File: src/rtl/serial_adder_pkg.sv
// serial_adder_pkg
// Shared types and helpers for the serial adder.
//   state_t    : FSM state encoding (IDLE, RUN, DONE)
//   STATE_W    : width of the state encoding
//   cnt_width  : step-counter width for N digit steps, clog2(N) with a floor of 1
// Optional feature macro used by the design: SERIAL_ADDER_SUB_EN
package serial_adder_pkg;

  localparam int STATE_W = 2;

  typedef enum logic [STATE_W-1:0] {
    IDLE = 2'd0,
    RUN  = 2'd1,
    DONE = 2'd2
  } state_t;

  // A single-step operation still needs a one-bit counter.
  function automatic int cnt_width(input int n);
    return (n > 1) ? $clog2(n) : 1;
  endfunction

endpackage

File: src/rtl/serial_adder_if.sv
// serial_adder_if
// Handshake and operand/result bundle between the operand registers and the
// serial adder.
//   start, a, b, cin (and sub when SERIAL_ADDER_SUB_EN is defined) : master -> slave
//   busy, done, sum, cout, ovf                                      : slave -> master
// Optional feature macro: SERIAL_ADDER_SUB_EN adds the sub request bit.
interface serial_adder_if #(
  parameter int WIDTH = 8
);

  logic             start;
  logic [WIDTH-1:0] a;
  logic [WIDTH-1:0] b;
  logic             cin;
`ifdef SERIAL_ADDER_SUB_EN
  logic             sub;
`endif
  logic             busy;
  logic             done;
  logic [WIDTH-1:0] sum;
  logic             cout;
  logic             ovf;

`ifdef SERIAL_ADDER_SUB_EN
  modport master (
    output start, a, b, cin, sub,
    input  busy, done, sum, cout, ovf
  );

  modport slave (
    input  start, a, b, cin, sub,
    output busy, done, sum, cout, ovf
  );
`else
  modport master (
    output start, a, b, cin,
    input  busy, done, sum, cout, ovf
  );

  modport slave (
    input  start, a, b, cin,
    output busy, done, sum, cout, ovf
  );
`endif

endinterface

File: src/rtl/serial_adder_digit_adder.sv
// digit_adder
// Combinational DIGIT-bit ripple adder made of full-adder cells.
//   cin   : carry into bit 0
//   a, b  : digit operands
//   s     : digit sum
//   cout  : carry out of the digit MSB
//   c_msb : carry into the digit MSB (used for the signed-overflow flag)
module digit_adder #(
  parameter int DIGIT = 1
) (
  input  logic             cin,
  input  logic [DIGIT-1:0] a,
  input  logic [DIGIT-1:0] b,
  output logic [DIGIT-1:0] s,
  output logic             cout,
  output logic             c_msb
);

  // One full-adder cell: returns {carry_out, sum}.
  function automatic logic [1:0] full_add(input logic x, input logic y, input logic c);
    return {(x & y) | (c & (x ^ y)), x ^ y ^ c};
  endfunction

  // Carry kept in a procedural variable so the chain is a single comb block
  // rather than a self-referencing vector.
  always_comb begin
    logic c;
    c     = cin;
    c_msb = cin;
    s     = '0;
    for (int i = 0; i < DIGIT; i++) begin
      if (i == DIGIT - 1) c_msb = c;
      {c, s[i]} = full_add(a[i], b[i], c);
    end
    cout = c;
  end

endmodule

File: src/rtl/serial_adder.sv
// serial_adder
// Multi-cycle adder: sums two WIDTH-bit operands DIGIT bits per clock with a
// start/busy/done handshake, carry-in, carry-out and signed-overflow flag.
//   clk : clock, rising edge
//   rst : asynchronous, active-high reset
//   bus : serial_adder_if slave modport (start, a, b, cin, busy, done, sum, cout, ovf)
// Optional feature macro: SERIAL_ADDER_SUB_EN -- adds bus.sub; sub=1 computes
// a + ~b + 1 (cin ignored), cout is then NOT borrow.
//
// state | meaning
// IDLE  | waiting for start; sum/cout/ovf hold the last result
// RUN   | one digit step per clock, N steps total
// DONE  | result valid, done pulses for this one cycle
module serial_adder
  import serial_adder_pkg::*;
#(
  parameter int WIDTH = 8,
  parameter int DIGIT = 1
) (
  input logic     clk,
  input logic     rst,
  serial_adder_if.slave bus
);

  localparam int N  = WIDTH / DIGIT;
  localparam int CW = cnt_width(N);
  localparam logic [CW-1:0] LAST = CW'(N - 1);

  if (WIDTH < 2) begin : g_bad_width
    $error("serial_adder: WIDTH must be at least 2");
  end
  if (DIGIT < 1 || (WIDTH % DIGIT) != 0) begin : g_bad_digit
    $error("serial_adder: DIGIT must divide WIDTH exactly");
  end

  state_t state, state_nxt;

  logic [WIDTH-1:0]       a_sh;
  logic [WIDTH-1:0]       b_sh;
  logic [WIDTH-1:0]       sum_r;
  logic                   carry;
  logic [CW-1:0]          cnt;
  logic                   cout_r;
  logic                   ovf_r;

  logic                   accept;
  logic                   last;
  logic [WIDTH-1:0]       b_cap;
  logic                   cin_cap;

  logic [DIGIT-1:0]       dig_s;
  logic                   dig_cout;
  logic                   dig_cmsb;
  logic [WIDTH+DIGIT-1:0] sum_cat;

  // Subtraction is folded in at capture time so the run loop is add-only.
`ifdef SERIAL_ADDER_SUB_EN
  always_comb begin
    b_cap   = bus.sub ? ~bus.b : bus.b;
    cin_cap = bus.sub | bus.cin;
  end
`else
  always_comb begin
    b_cap   = bus.b;
    cin_cap = bus.cin;
  end
`endif

  digit_adder #(
    .DIGIT (DIGIT)
  ) u_digit_adder (
    .cin   (carry),
    .a     (a_sh[DIGIT-1:0]),
    .b     (b_sh[DIGIT-1:0]),
    .s     (dig_s),
    .cout  (dig_cout),
    .c_msb (dig_cmsb)
  );

  // New digit enters at the top; after N steps digit 0 has reached bit 0.
  assign sum_cat = {dig_s, sum_r};

  always_ff @(posedge clk or posedge rst) begin
    if (rst) state <= IDLE;
    else     state <= state_nxt;
  end

  always_comb begin
    state_nxt = state;
    accept    = 1'b0;
    last      = 1'b0;
    case (state)
      IDLE: begin
        if (bus.start) begin
          accept    = 1'b1;
          state_nxt = RUN;
        end
      end
      RUN: begin
        if (cnt == LAST) begin
          last      = 1'b1;
          state_nxt = DONE;
        end
      end
      DONE:    state_nxt = IDLE;
      default: state_nxt = IDLE;
    endcase
  end

  always_ff @(posedge clk or posedge rst) begin
    if (rst) begin
      a_sh   <= '0;
      b_sh   <= '0;
      carry  <= 1'b0;
      cnt    <= '0;
      sum_r  <= '0;
      cout_r <= 1'b0;
      ovf_r  <= 1'b0;
    end else if (accept) begin
      a_sh  <= bus.a;
      b_sh  <= b_cap;
      carry <= cin_cap;
      cnt   <= '0;
    end else if (state == RUN) begin
      a_sh  <= a_sh >> DIGIT;
      b_sh  <= b_sh >> DIGIT;
      carry <= dig_cout;
      cnt   <= cnt + 1'b1;
      sum_r <= sum_cat[WIDTH+DIGIT-1:DIGIT];
      if (last) begin
        cout_r <= dig_cout;
        // On the last step the digit MSB is bit WIDTH-1 of the word.
        ovf_r  <= dig_cout ^ dig_cmsb;
      end
    end
  end

  assign bus.busy = (state == RUN);
  assign bus.done = (state == DONE);
  assign bus.sum  = sum_r;
  assign bus.cout = cout_r;
  assign bus.ovf  = ovf_r;

endmodule
File: src/flat_wrapper.sv
// flat-port wrapper written by rule: the top's interface ports become plain ports
module serial_adder_flat import serial_adder_pkg::*;
#(
  parameter int WIDTH = 8,
  parameter int DIGIT = 1
)
  (clk, rst, bus_start, bus_a, bus_b, bus_cin, bus_busy, bus_done, bus_sum, bus_cout, bus_ovf);
  serial_adder_if #(.WIDTH(WIDTH)) bus_i ();
  input logic clk;
  input logic rst;
  input wire logic [$bits(bus_i.start)-1:0] bus_start;
  input wire logic [$bits(bus_i.a)-1:0] bus_a;
  input wire logic [$bits(bus_i.b)-1:0] bus_b;
  input wire logic [$bits(bus_i.cin)-1:0] bus_cin;
  output wire logic [$bits(bus_i.busy)-1:0] bus_busy;
  output wire logic [$bits(bus_i.done)-1:0] bus_done;
  output wire logic [$bits(bus_i.sum)-1:0] bus_sum;
  output wire logic [$bits(bus_i.cout)-1:0] bus_cout;
  output wire logic [$bits(bus_i.ovf)-1:0] bus_ovf;
  assign bus_i.start = bus_start;
  assign bus_i.a = bus_a;
  assign bus_i.b = bus_b;
  assign bus_i.cin = bus_cin;
  assign bus_busy = bus_i.busy;
  assign bus_done = bus_i.done;
  assign bus_sum = bus_i.sum;
  assign bus_cout = bus_i.cout;
  assign bus_ovf = bus_i.ovf;
  serial_adder #(.WIDTH(WIDTH), .DIGIT(DIGIT)) u_core (.clk(clk), .rst(rst), .bus(bus_i));
endmodule
File: config.mk
export PLATFORM = sky130hd
export DESIGN_NAME = serial_adder_flat
export DESIGN_NICKNAME = d
export VERILOG_FILES = /design/src/rtl/serial_adder_pkg.sv /design/src/rtl/serial_adder_if.sv /design/src/rtl/serial_adder_digit_adder.sv /design/src/rtl/serial_adder.sv /design/src/flat_wrapper.sv
export SDC_FILE = /design/constraint.sdc
export NUM_CORES = 1
export LEC_CHECK = 0
export CORE_AREA = 4 4 61 63
export DETAILED_ROUTE_END_ITERATION = 10
export DIE_AREA = 0 0 65 67
export PLACE_DENSITY = 0.76
export RECOVER_POWER = 50
export SETUP_SLACK_MARGIN = 0.1
export SYNTH_ARGS = -nofsm -noshare
export SYNTH_HDL_FRONTEND = slang
export SYNTH_SLANG_ARGS = --single-unit
export TNS_END_PERCENT = 100
File: constraint.sdc
create_clock -name clk -period 2 [get_ports clk]
set_input_delay 0.5 -clock clk [delete_from_list [all_inputs] [get_ports clk]]
set_output_delay 0.5 -clock clk [all_outputs]
set_load 0.02 [all_outputs]
# Yosys cells after proc, flatten, opt, wreduce, memory -nomap -nowiden
# Index checks and enable logic that the tools add are counted.
[op_classes]
n_reduce_logical = 5
eq_ne = 5
n_addsub = 1
mux = 15
bitwise_logic = 7
[ops]
columns = ["op", "n"]
rows = [
  ["$mux 8", 4],
  ["$mux 1", 6],
  ["$mux 3", 2],
  ["$mux 2", 2],
  ["$pmux 2 s2", 1],
  ["$reduce_and 2->1", 2],
  ["$add 3x1->3 const B", 1],
  ["$eq 3x3->1 const B", 1],
  ["$reduce_and 3->1", 1],
  ["$xor 1x1->1", 3],
  ["$and 1x1->1", 2],
  ["$eq 2x1->1 const B", 1],
  ["$eq 2x2->1 const B", 1],
  ["$logic_not 2->1", 1],
  ["$ne 2x1->1 const B", 1],
  ["$ne 2x2->1 const B", 1],
  ["$reduce_bool 2->1", 1],
  ["$not 1->1", 1],
  ["$or 1x1->1", 1],
]
[word_totals]
output_inout_bits = 12
inputBits = 20
word_cells = 41
ff_bits = 32

# Logic depth before layout (Yosys ltp)
[depth]
word_depth = 5
depth_mapped = 4
depth_no_buf = 4

# Hierarchy
# A second synthesis with hierarchy kept.
[unflattened]
hier_cells = 116
area_unflattened_um2 = 1441.4
[modules_own_cells]
columns = ["module", "cells_each", "seq_area_each_um2", "area_per_inst_um2", "instances"]
rows = [
  ["serial_adder", 114, 800.8, 1413.9, 1],
  ["digit_adder", 2, 0.0, 27.5, 1],
]

# Worst setup path before layout
# No wires, ideal clock.
[synth_timing]
path_kind = "register to output"
startpoint = "reg u_core.state[1]"
endpoint = "out bus_done"
setup_slack_ns = 0.440
arrival_ns = 1.060
path_stages_with_launch = 4
required_ns = 1.500
cell_sequence = "dfrtp_1 > buf_2 > buf_2 > nor2b_1"
[synth_between]
elab_chain_len = 1
[synth_rtl]
columns = ["element", "line_no", "source"]
rows = [
  ["start: declaration", "serial_adder.sv:36", "state_t state, state_nxt;"],
  ["start signal: assignment", "serial_adder.sv:85", "else state <= state_nxt;"],
  ["$eq 2x2->1", "serial_adder.sv:139", "assign bus.done = (state == DONE);"],
  ["end: declaration", "flat_wrapper.sv:16", "output wire logic [$bits(bus_i.done)-1:0] bus_done;"],
]
# No other way between the ends.

# Worst setup path after layout
[layout_timing]
startpoint = "reg u_core.sum_r[2], in the netlist u_core.bus.sum[2]"
endpoint = "out bus_sum[2]"
[layout_rtl]
columns = ["element", "line_no", "source"]
rows = [
  ["start: declaration", "serial_adder.sv:40", "logic [WIDTH-1:0] sum_r;"],
  ["start signal: assignment", "serial_adder.sv:129", "sum_r <= sum_cat[WIDTH+DIGIT-1:DIGIT];"],
  ["end: declaration", "flat_wrapper.sv:17", "output wire logic [$bits(bus_i.sum)-1:0] bus_sum;"],
]
# No word-level cell between the ends.

==> reports/qor.yml <==
status:
  outcome: "finished, final reports clean"
floorplanning:
  start_util_pct: 47.0
  fp.dieH_um: 67
  die_width_um: 65
  core_mm2: 0.00323
  dieArea_mm2: 0.00436
  row_count: 21
  ios: 32
placed_design:
  place_area_mm2: 0.00188
  dp.cells: 192
  port_buffers: 31
  gp_congestion: 0.801
  hpwl_mm: 2.10
layout:
  syn_to_final_growth_pct: 29.0
  stdcell_count: 200
  final_cell_area_mm2: 0.00196
  nFillCells: 277
  num_antenna_cells: 0
  fin_util_pct: 60.7
  final_nets: 176
  drive_gt1_share_pct: 17.5
pwr:
  p_sw_mw: 1.03
  ir_worst_vdd_mv: 0.597
  seqPwrFrac_pct: 38.5
  power_density_mw_per_mm2: 1530
  combPwrFrac_pct: 43.2
  intPower_mw: 1.96
  p_leak_nw: 0.849
  sw_frac_of_total_pct: 34.4
  pwr-share-clk_pct: 18.3
sta:
  period_share_pct: 90.6
  whs_ps: 487
  finalSetupViolations: 0
  max_slew.worst_pin.slew_ps: 801
  slew_violations: 0
  hold_viol: 0
  relSlewSlack_pct: 46.6
  period_needed_ps: 1810
  max_freq_ghz: 0.552
  rsz0062_at_grt: "no"
  skew_ps: 2.92
  tns_ps: 0
drt:
  drt_wl_total_mm: 3.00
  ant_nets: 0
  drtIter0Drc: 60
  drtPass1Iterations: 4
  viasPerCell: 5.48
  remaining_drc_errors: 0
  wire_per_inst_um: 15.0
  vias: 1096
hold_path:
  hp-class: "flip-flop to flip-flop"
setup_path:
  arrival_ps: 1310
  cp.buffers_inverters: 1
  cp_slowest_stage_delay_ps: 610
  end_kind: "output port"
  r2r_setup_slack_ps: 340
  slowest_stage: "clkdlybuf4s50_1"
  worstPathCellList: "clkdlybuf4s50_1"
  r2r-start: "u_core.state[1]$_DFFE_PP0P_"
  critPathKind: "flip-flop to output port"
  start_kind: "flip-flop"
  worst-path-stages: 1
  rr_endpoint: "u_core.bus.sum[3]$_DFFE_PP0P_"
  worstPathRequired_ps: 1500
  worstRegToRegCells: 4
  crit_family: "buffers and inverters"
  crit_fanout: 3
  crit_path_start: "u_core.bus.sum[2]$_DFFE_PP0P_"
  cp-endpoint: "bus_sum[2]"
global_route:
  grt_max_degree: 33
  grt_pass1_wl_mm: 5.04
  grt_pass1_vias: 1121
  grt_use_total_pct: 15.5
  antenna_found_initial: 0
  overflow: 0
synth:
  async_flop_share_pct: 100
  yosysUniqueCellTypes: 28
  syn_area_mm2: 0.00152
  ys.flop_type: "dfrtp_1"
  ys_seq_area_share_pct: 52.7
  synth_cells: 119
  syn_nets: 142
  ys.warnings.count: 0
  synth-seq-cells: 32
  synth_edf_count: 0
  syn_area_per_cell_um2: 12.8
clocking:
  clock_latency_ps: 330
  cts_inserted_buffers: 5
  postCtsSetupBuffers: 0
  cts_tree: "done"
  cts.sinks: 32
  cts_buffer_depth: 2
  clk_pin_slew_ps: 100
  cts_root_buf: "clkbuf_4"
  ctsHtreeMaxLevel: 2
  ctsHoldBuffers: 0
flow_run:
  drv_cap: 0
placed cells by master (no fill, tap or decap), types with 3 or more instances in the layout:
master and instances:
nor2_1 6, mux2_1 9, or4b_1 8, buf_4 5, dfrtp_1 31, o221a_2 8, a221oi_1 7, inv_1 9
clkdlybuf4s50_1 27, nor4b_1 7, nand2b_1 3, clkbuf_4 5
logic make-up after synthesis:
group | after synthesis | synth area share, %
mux | 11 | 8.07
xor+xnor | 1 | 0.576
simple gates | 30 | 15.3
flops | 32 | 52.7
fa+ha+maj | 3 | 2.96
buf+inv | 20 | 6.42
compound gates | 22 | 14.0
worst min path at each step:
stage	startpoint	end	slack, ps	cells past startpoint
after floorplan	u_core.cnt[0]$_DFFE_PP0P_	u_core.cnt[0]$_DFFE_PP0P_	460	1
after global placement	u_core.bus.ovf$_DFFE_PP0P_	u_core.bus.ovf$_DFFE_PP0P_	470	1
after detailed placement	u_core.bus.cout$_DFFE_PP0P_	u_core.bus.cout$_DFFE_PP0P_	470	1
after CTS	u_core.cnt[0]$_DFFE_PP0P_	u_core.cnt[0]$_DFFE_PP0P_	490	1
after global routing	u_core.bus.cout$_DFFE_PP0P_	u_core.bus.cout$_DFFE_PP0P_	520	1
final	u_core.cnt[0]$_DFFE_PP0P_	u_core.cnt[0]$_DFFE_PP0P_	490	1
synthesized netlist by cell type, types with 2 or more instances:
| library cell | instances | area share, % |
|---|---|---|
| dfrtp_1 | 32 | 53 |
| mux2_1 | 9 | 6.7 |
| buf_2 | 8 | 2.6 |
| inv_1 | 8 | 2.0 |
| o221a_2 | 8 | 5.9 |
| or4b_1 | 8 | 5.3 |
| a221oi_1 | 7 | 4.0 |
| nor4b_1 | 7 | 4.0 |
| nor2_1 | 6 | 1.5 |
| nand2b_1 | 3 | 1.2 |
| a211o_1 | 2 | 1.2 |
| a22o_1 | 2 | 1.2 |
| ha_1 | 2 | 1.6 |
| nor3b_1 | 2 | 0.99 |
| nor4bb_1 | 2 | 1.3 |
area by class of cell:
cell class	count	area, µm²	share of cell area [%]
clock buffer	7	65.1	3.32
clock inverter	1	30.0	1.53
inverter	9	33.8	1.72
multi-input combinational	67	622	31.7
sequential	32	802	40.9
tap	46	57.6	2.94
timing repair buffer	38	350	17.9
through the flow:
stage	worst slack, ps	total power [mW]
4_1_cts	87.3	3.04
6_report	188	2.99
3_5_place_dp	85.3	2.50
5_1_grt	111	3.21
3_3_place_gp	126	2.42
2_1_floorplan	440	2.04
state kept, by name (all words and copies together), names as in the netlist:
register	count
u_core.cnt	3
u_core.bus.ovf	1
u_core.carry	1
u_core.b_sh	8
u_core.bus.cout	1
u_core.a_sh	8
u_core.state	2
u_core.bus.sum	8
routing by layer:
metal	share of wire [%]	GRT usage (%)
met3	5.6	5.23
met2	49	26.2
met5	0	0
met4	1.8	6.60
met1	44	17.8
power by group through the flow:
stage	combinational [mW]	sequential, mW	clock (mW)
after floorplan	0.793	1.25	0
after global placement	1.27	1.15	0
after detailed placement	1.34	1.16	0
after CTS	1.32	1.16	0.561
after global routing	1.42	1.19	0.596
final	1.29	1.15	0.549
what timing repair did:
| item | CTS | global route |
|---|---|---|
| gates resized for setup | 3 | 2 |
| endpoints found under the setup margin | 2 | 1 |
| gates cloned | 0 | 0 |
(Power assumes the default switching activity.)
